==> config.mk <==
export PLATFORM = sky130hd
export DESIGN_NAME = serial_add_ctrl
export DESIGN_NICKNAME = d
export VERILOG_FILES = /design/src/rtl/serial_add_ctrl.sv
export SDC_FILE = /design/constraint.sdc
export NUM_CORES = 1
export LEC_CHECK = 0
export ABC_AREA = 1
export ABC_CLOCK_PERIOD_IN_PS = 1300
export BUFFER_PORTS_ARGS = -buffer_cell sky130_fd_sc_hd__buf_2
export CAP_MARGIN = 20
export CORE_ASPECT_RATIO = 1.2
export CORE_MARGIN = 4
export CORE_UTILIZATION = 45
export CTS_CLUSTER_SIZE = 16
export DETAILED_ROUTE_END_ITERATION = 16
export GPL_TIMING_DRIVEN = 0
export PLACE_DENSITY = 0.65
export SLEW_MARGIN = 5
export SYNTH_ARGS = -nofsm -noshare
export SYNTH_HDL_FRONTEND = slang
export SYNTH_SLANG_ARGS = --single-unit
==> constraint.sdc <==
create_clock -name clk -period 1.3 [get_ports clk]
set_input_delay 0.195 -clock clk [delete_from_list [all_inputs] [get_ports clk]]
set_output_delay 0.195 -clock clk [all_outputs]
set_load 0.03 [all_outputs]
==> src/rtl/serial_add_ctrl.sv <==
// Bit-serial adder controller: one full-adder cell, one bit per clock, LSB first.
// Optional subtract mode enabled by defining SERIAL_ADD_SUB_EN (adds port sub).

module serial_add_fa (
    input  logic x,
    input  logic y,
    input  logic ci,
    output logic s,
    output logic co
);

    assign s  = x ^ y ^ ci;
    assign co = (x & y) | (ci & (x ^ y));

endmodule

module serial_add_ctrl #(
    parameter int WIDTH = 8,
    parameter int CNT_W = 4
) (
    input  logic             clk,
    input  logic             rst_n,
    input  logic             start,
    input  logic [WIDTH-1:0] a,
    input  logic [WIDTH-1:0] b,
    input  logic             cin,
`ifdef SERIAL_ADD_SUB_EN
    input  logic             sub,
`endif
    output logic             busy,
    output logic             done,
    output logic [WIDTH-1:0] sum,
    output logic             cout
);

    typedef enum logic [1:0] {
        IDLE,
        RUN,
        DONE
    } state_t;

    state_t state;
    state_t state_nxt;

    logic [WIDTH-1:0] sh_a;
    logic [WIDTH-1:0] sh_b;
    logic [WIDTH-2:0] res;
    logic             carry;
    logic [CNT_W-1:0] cnt;

    logic             fa_s;
    logic             fa_co;
    logic             load;
    logic             last;
    logic [WIDTH-1:0] ld_b;
    logic             ld_c;
    logic [WIDTH-1:0] res_nxt;

    // Subtract is a + ~b + 1; cin is overridden.
`ifdef SERIAL_ADD_SUB_EN
    assign ld_b = sub ? ~b : b;
    assign ld_c = sub ? 1'b1 : cin;
`else
    assign ld_b = b;
    assign ld_c = cin;
`endif

    serial_add_fa u_fa (
        .x  (sh_a[0]),
        .y  (sh_b[0]),
        .ci (carry),
        .s  (fa_s),
        .co (fa_co)
    );

    assign last    = (cnt == CNT_W'(WIDTH - 1));
    assign res_nxt = {fa_s, res};

    always_comb begin
        state_nxt = state;
        load      = 1'b0;
        unique case (state)
            IDLE: begin
                if (start) begin
                    load      = 1'b1;
                    state_nxt = RUN;
                end
            end
            RUN: begin
                if (last) begin
                    state_nxt = DONE;
                end
            end
            DONE: begin
                if (start) begin
                    load      = 1'b1;
                    state_nxt = RUN;
                end else begin
                    state_nxt = IDLE;
                end
            end
            default: begin
                state_nxt = IDLE;
            end
        endcase
    end

    always_ff @(posedge clk or negedge rst_n) begin
        if (!rst_n) begin
            state <= IDLE;
        end else begin
            state <= state_nxt;
        end
    end

    always_ff @(posedge clk or negedge rst_n) begin
        if (!rst_n) begin
            sh_a  <= '0;
            sh_b  <= '0;
            res   <= '0;
            carry <= 1'b0;
            cnt   <= '0;
            sum   <= '0;
            cout  <= 1'b0;
        end else if (load) begin
            sh_a  <= a;
            sh_b  <= ld_b;
            res   <= '0;
            carry <= ld_c;
            cnt   <= '0;
        end else if (state == RUN) begin
            sh_a  <= sh_a >> 1;
            sh_b  <= sh_b >> 1;
            res   <= res_nxt[WIDTH-1:1];
            carry <= fa_co;
            cnt   <= cnt + 1'b1;
            // Outputs only update once the full word is assembled.
            if (last) begin
                sum  <= res_nxt;
                cout <= fa_co;
            end
        end
    end

    assign busy = (state == RUN);
    assign done = (state == DONE);

endmodule

* Word-level counts from Yosys, hierarchy flattened
Cells that the tools add are included.
** Operators by class
- Add/sub/neg operators :: 1
- $mul :: 0
- Div/mod/pow operators :: 0
- Magnitude comparators :: 0
- Equal/unequal tests :: 5
- Shifts and indexed selects :: 0
- Mux-type cells :: 16
- Bitwise logic cells :: 6
- Reductions and logical operators :: 5
** Operators by type and width (number)
- two-way mux 8 bit :: 4
- two-way mux 7 bit :: 2
- two-way mux 4 bit :: 2
- case mux 2 bit (3 select lines) :: 1
- two-way mux 1 bit :: 5
- adder 4 x 1 -> 4 bit (second input constant) :: 1
- equality test 4 x 3 -> 1 bit (second input constant) :: 1
- two-way mux 2 bit :: 2
- AND reduction 3 bit :: 1
- bitwise AND 1 bit :: 2
- equality test 2 x 1 -> 1 bit (second input constant) :: 1
- equality test 2 bit (second input constant) :: 1
- zero test 2 bit :: 1
- inequality test 2 x 1 -> 1 bit (second input constant) :: 1
- inequality test 2 bit (second input constant) :: 1
- AND reduction 2 bit :: 1
- nonzero test 2 bit :: 1
- OR reduction 2 bit :: 1
- XOR 1 bit :: 2
- inverter 1 bit :: 1
- OR 1 bit :: 1
** Storage, ports and cells
- Bits in registers :: 39
- Latch bits :: 0
- Bits in writable memories :: 0
- ROM bits :: 0
- Input port bits :: 20
- Output and inout bits :: 11
- Logic and storage cells :: 41
- Memories :: 0

* Logic depth before layout (Yosys ltp)
Gate-level depths: netlist (run 1).
- Depth after elaboration :: 5
- Gate-level depth with buffers :: 7
- Depth with buffers taken out :: 7

* Cells and area by module
From an unflattened synthesis (run 1), not the netlist that was laid out.
** Second synthesis, totals
- Cells, all modules :: 204
- Area, all modules :: 1705.4 um2
** By module, submodules not included
- serial_add_ctrl :: times used 1, cells an instance 203, area each 1685.4 um2, sequential area each 975.9 um2
- serial_add_fa :: times used 1, cells an instance 1, area each 20.0 um2, sequential area each 0.0 um2

* Worst setup path before layout (run 1)
Ideal clock, no wire load.
- Kind :: reg-to-reg
- Start :: reg cnt[0]
- End :: reg sum[6]
- Setup time :: 0.119 ns
- Data arrival time :: 1.078 ns
- Required time :: 1.181 ns
- Path slack :: 0.103 ns
- Cell stages (with the launch flop) :: 8
- Buffers on the path :: 1
- Period minus slack after synthesis :: 1.197 ns
- Path through :: dfrtp_1 > ha_1 > nand2_1 > nor2_2 > nand2_4 > buf_6 > nand2_1 > o21ai_2
** On the way
- Cells in the longest elaborated chain, start to end :: 2
** Ends and longest elaborated chain
- start, declared :: RTL line 49 : logic [CNT_W-1:0] cnt;
- start signal, assigned :: RTL line 136 : cnt <= cnt + 1'b1;
- equality test 4 x 3 -> 1 bit :: RTL line 76 : assign last = (cnt == CNT_W'(WIDTH - 1));
- AND reduction 3 bit (no source line)
- end signal, assigned :: RTL line 139 : sum <= res_nxt;
- end, declared :: RTL line 32 : output logic [WIDTH-1:0] sum,
No other way between the ends.
A chain may end at the register's enable or synchronous reset.

* Worst setup path in the final report (run 1)
- Start :: reg state[1]
- End :: out busy
** On the way
- Cells in the longest elaborated chain, start to end :: 1
** Ends and longest elaborated chain
- start, declared :: RTL line 42 : state_t state;
- start signal, assigned :: RTL line 112 : state <= state_nxt;
- equality test 2 x 1 -> 1 bit :: RTL line 145 : assign busy = (state == RUN);
- end, declared :: RTL line 30 : output logic busy,
No other way between the ends.

==> results of run 1 <==
## synth_stat cells (2+ instances only)
library cell	count	share of area, %
o21ai_0	11	3.3
dfrtp_1	39	58
nand3_1	9	2.7
buf_6	2	1.3
o22ai_1	7	2.6
nand2_4	2	1.3
nand2_2	2	0.74
inv_1	14	3.1
o21ai_2	8	4.2
nand2_1	60	13
a21oi_1	5	1.5
inv_2	2	0.45
nor2_1	8	1.8
buf_4	4	1.8
## sequential cells by signal (all words and copies together), names as in the netlist
name and cells:
sh_a 8, sh_b 8, sum 8, res 7, cnt 4, state 2
carry 1, cout 1
## logic make-up (layout without fill, tap and decap cells)
family | Yosys count | in the layout | share of synthesized area (%)
fa+ha+maj | 2 | 2 | 1.94
flops | 39 | 39 | 58.1
simple gates | 83 | 83 | 21.0
buf+inv | 23 | 74 | 7.00
compound gates | 32 | 32 | 12.0
## final timing paths
path / slack, ps / start / cells past startpoint / endpoint
max in group asynchronous: 760 / rst_n / 1 / sh_b[6]
worst max-delay path: -5 / state[1] / 3 / busy
worst min-delay path: 20 / rst_n / 1 / sh_a[4]
worst min register to register: 480 / sum[3] / 2 / sum[3]
worst max register to register: 50 / state[1] / 7 / sh_b[4]
min in group clk: 110 / b[7] / 3 / sh_b[7]
## worst register-to-register path, cell delays in order, from the launching register on
cell and delay, ps:
dfrtp_1 420, inv_1 120, nand2_2 100, nand2_4 130
inv_2 70, buf_4 180, nand2_1 60, nand3_1 70
## area by class of cell
cell class / count / area [um2]
Timing Repair Buffer: 43 / 278
Multi-Input combinational cell: 117 / 599
Buffer: 7 / 72.6
Tap cell: 39 / 48.8
Clock buffer: 8 / 100
Fill cell: 316 / 1470
Sequential cell: 39 / 976
Inverter: 16 / 60.1
## stage by stage
stage          TNS (ps)  total power [uW]
4_1_cts           -17.6              5440
3_5_place_dp      -39.4              4420
3_3_place_gp          0              4310
6_report          -4.72              5640
5_1_grt            -177              6090
2_1_floorplan         0              3820
## per-layer routing
metal | wire [um] | vias to the layer above | GRT usage, % | part of all wire, %
met1 | 1380 | 631 | 17.1 | 41
met4 | 23 | 0 | 6.71 | 0.69
met2 | 1790 | 28 | 26.1 | 54
li1 | - | 671 | - | -
met5 | 0 | - | 0 | 0
met3 | 142 | 5 | 3.28 | 4.3
## where the power goes
part / switching (uW) / internal [uW]
logic: 1570 / 1120
registers: 296 / 1790
clock network: 385 / 484
## timing repair
item | in CTS | in global routing
pin swaps | 1 | 5
gates cloned | 0 | 1
setup endpoints to repair | 4 | 11
resized for setup | 5 | 7
setup buffers | 3 | 9
==> impl_results.md, run 1 <==
- CTS Buffer Depth: 2
- CTS H-Tree Depth: 2
- Overflow after GRT: 0
- Placed insts: 248
- Cell count after synthesis: 179
- Buffer and inverter count on the worst path: 2
- Violated checks: setup timing
- Crit path DAT: 1110 ps
- Total die area: 4780 um2
- Final hold slack: 19.2 ps
- Outcome: finished, violations left
- Clk_skew: 2.93 ps
- Core Rows: 24
- Crit path capture type: output port
- VDD IR max: 1230 uV
- Most used cell, CP: buf_6
- Total vias in the final route: 1335
- Die height: 74.9 um
- Final non-filler cell area: 2130 um2
- Share of layout cells above drive strength 1: 33.0%
- Most common cell after layout, fill and taps aside: nand2_1
- Clk sinks: 39
- Placeable Area: 3600 um2
- Pwr Density: 2640 nW/um2
- GRT Overall Usage: 14.7%
- Clock Pin Slew Worst Setup and Hold Paths: 70 ps
- Critical path class: flop to output port
- Crit path largest cell delay: 420 ps
- Crit-path cells: nor2_4 -> buf_6 -> buf_6
- DRC errors left: 0
- Detail Route Antenna Nets: 0
- Crit path max fanout: 7
- Dpl cell area: 1880 um2
- GPL Wtd Cong: 0.728
- Worst endpoint required time: 1110 ps
- Die X: 63.8 um
- Wirelength per Cell: 12.4 um
- First-pass GRT wire length: 5400 um
- CTS root buffer: clkbuf_8
- Synth Flop Type: dfrtp_1
- Antenna cells: 0
- Worst-Margin Slew: 851 ps
- Initial antenna violation count: 0
- Yosys cell types: 20
- CTS tree: done
- Max Cap Viol: 0
- First-pass iteration count of the detailed router: 4
- Post-DP HPWL: 2290 um
- Vias per inst: 4.96
- Area grow syn2layout: 27.0%
- Final setup viols: 1
- P_leak: 0.00112 uW
- Async set or reset register ratio after synthesis: 100%
- Initial Util: 46.6%
- Hold crit path type: primary input to asynchronous set/reset pin
- Post-synthesis net count: 201
- Register area share after synthesis: 58.1%
- Fin cells: 269
- Worst rel slew slack: 43.2%
- Critical Path Slowest Stage Cell: dfrtp_1
- Number of global-route vias before repair: 1256
- IO Pins: 31
- RSZ-0062 raised after global routing: yes
- IO buf count: 30
- Minimum clock period: 1300 ps
- Largest net degree at the start of global routing: 40
- Post-synth EDFFs: 0
- Cell area after synthesis: 1680 um2
- Critical path's top delay family: flip-flops
- Final hold vios: 0
- Worst setup margin: -4.72 ps
- Share of the cycle needed by the critical path after routing: 100%
- Layout net count: 251
- Synth warnings: 0
- Mean Syn Cell Area: 9.39 um2
- Slew Viols, Final: 0
- Clock latency on the worst-skew pair: 280 ps
- Final wirelength: 3330 um
- CTS buffer count: 5
- Yosys reg bits: 39
- Setup WS pre-CTS: -26.2 ps
- Most frequent cells in the layout: 59 x nand2_1, 39 x dfrtp_1, 28 x buf_2
- Drt initial violations: 54
- Hold Buf Count CTS: 0
- Core Util, Final: 59.2%
- Startpoint types: flop
- Max Fclk: 766 MHz
No activity file was read; power rests on OpenSTA's default activity.
==> run 2, diff against run 1 <==
- CTS_CLUSTER_DIAMETER: not set -> 40
- RECOVER_POWER: not set -> 25
==> impl_results.md, run 2 (synthesis results as in run 1) <==
- CTS tree: done
- Most used cell, CP: buf_6
- Dpl cell area: 1880 um2 (unchanged)
- Worst setup margin: -4.72 ps (unchanged)
- Initial antenna violation count: 0 (unchanged)
- Clock Pin Slew Worst Setup and Hold Paths: 70 ps (about the same)
- P_leak: 0.00112 uW (about the same)
- CTS Buffer Depth: 2 (unchanged)
- Final setup viols: 1 (unchanged)
- Number of global-route vias before repair: 1256 (unchanged)
- Max Cap Viol: 0 (unchanged)
- Hold crit path type: primary input to asynchronous set/reset pin
- IO buf count: 30 (unchanged)
- Critical Path Slowest Stage Cell: dfrtp_1
- Top flop regs: sh_a x8, sh_b x8, sum x8
- CTS H-Tree Depth: 2 (unchanged)
- Max layer used: met4
- Minimum clock period: 1300 ps (unchanged)
- Clock latency on the worst-skew pair: 280 ps (about the same)
- Core Rows: 24 (unchanged)
- Final hold slack: 52.1 ps (+32.9 ps)
- Core Util, Final: 59.2% (unchanged)
- Total vias in the final route: 1335 (unchanged)
- GRT Overall Usage: 14.7% (unchanged)
- Power Total: 5640 uW (about the same)
- Detail Route Antenna Nets: 0 (unchanged)
- Met3 wire length: 142 um (unchanged)
- Outcome: finished, violations left
- Clk sinks: 39 (unchanged)
- Overflow after GRT: 0 (unchanged)
- Crit path largest cell delay: 420 ps (about the same)
- Critical path class: flop to output port
- Antenna cells: 0 (unchanged)
- Drt initial violations: 54 (unchanged)
- DRC errors left: 0 (unchanged)
- Violated checks: setup timing
- Initial Util: 46.6% (unchanged)
- Vias per inst: 4.96 (unchanged)
- Crit-path cells: nor2_4 -> buf_6 -> buf_6
- Die X: 63.8 um (unchanged)
- Clk_skew: 2.93 ps (unchanged)
- Met2 WL: 1790 um (unchanged)
- Post-DP HPWL: 2290 um (unchanged)
- Final hold vios: 0 (unchanged)
- Share of the cycle needed by the critical path after routing: 100% (unchanged)
- RSZ-0062 raised after global routing: yes
- Area grow syn2layout: 27.0% (unchanged)
- Share of layout cells above drive strength 1: 33.0% (unchanged)
- Wirelength per Cell: 12.4 um (unchanged)
- Worst-Margin Slew: 953 ps (+101 ps)
- Startpoint types: flop
- First-pass iteration count of the detailed router: 4 (unchanged)
- Crit path DAT: 1110 ps (about the same)
- Die height: 74.9 um (unchanged)
- Max Fclk: 766 MHz (unchanged)
- IO Pins: 31 (unchanged)
- VDD IR max: 1230 uV (about the same)
- Worst rel slew slack: 36.5% (-6.8 points)
- Total die area: 4780 um2 (unchanged)
- Most common cell after layout, fill and taps aside: nand2_1
- GPL Wtd Cong: 0.728 (unchanged)
- Largest net degree at the start of global routing: 40 (unchanged)
- Placeable Area: 3600 um2 (unchanged)
- WL met1: 1380 um (unchanged)
- Crit path max fanout: 7 (unchanged)
- Worst setup startpoint: state[1]
- Slew Viols, Final: 0 (unchanged)
- CTS root buffer: clkbuf_8
- Worst endpoint required time: 1110 ps (about the same)
- Layout net count: 251 (unchanged)
- R2R depth: 7 (unchanged)
- Final wirelength: 3330 um (unchanged)
- CTS buffer count: 5 (unchanged)
- First-pass GRT wire length: 5400 um (unchanged)
- Pwr Density: 2640 nW/um2 (about the same)
- Final non-filler cell area: 2130 um2 (unchanged)
- Most frequent cells in the layout: 59 x nand2_1, 39 x dfrtp_1, 27 x buf_2
- Reg-to-Reg Start: state[1]
- Crit path capture type: output port
run 2: cell count changes in the layout (fill, tap and decap cells not counted):
cell      change
buf_2         -1
clkbuf_2      +1
run 2: timing repair:
action / CTS / global route
endpoints found under the hold margin: 0 / 0
endpoints found under the setup margin: 4 / 11
hold buffers: 0 / 0
buffers inserted: 3 / 9
gates resized for setup: 5 / 7
cloned: 0 / 1
pin swaps: 1 / 5
run 2: power by group:
part / internal [uW] / switching [uW] / total (uW)
combinational: 1120 / 1570 / 2690
sequential: 1790 / 296 / 2080
clock: 484 / 385 / 868
total: 3390 / 2250 / 5640
run 2: worst max-delay path, delay by kind of cell (launching register included):
family	cells	cell delay, ps
DFF	1	420
buffers and inverters	2	260
and+or+nand+nor	1	140
run 2: metal layers:
metal	vias to the layer above	track usage, %
met3	5	3.28
met2	28	26.1
li1	671	-
met5	-	0
met4	0	6.71
met1	631	17.1
run 2: final cells by class:
cell class / instances / area (um2)
Sequential cell: 39 / 976
Timing Repair Buffer: 43 / 278
Buffer: 7 / 72.6
Clock buffer: 8 / 100
Fill cell: 316 / 1470
Tap cell: 39 / 48.8
Multi-Input combinational cell: 117 / 599
Inverter: 16 / 60.1
run 2: path summary, 6_finish.rpt:
check	to	slack (ps)
min reg2reg	sum[3]	480
min	sh_a[4]	50
max	busy	-5
max reg2reg	sh_b[4]	50
max in group asynchronous	sh_b[6]	670
min in group clk	sh_b[7]	110
run 2: metrics by stage:
step	worst slack, ps	TNS, ps	std cells
CTS	-17.6	-17.6	259
global route	-53.0	-177	269
detailed placement	-26.2	-39.4	248
finish	-4.72	-4.72	269
floorplan	103	0	179
global placement	15.3	0	248
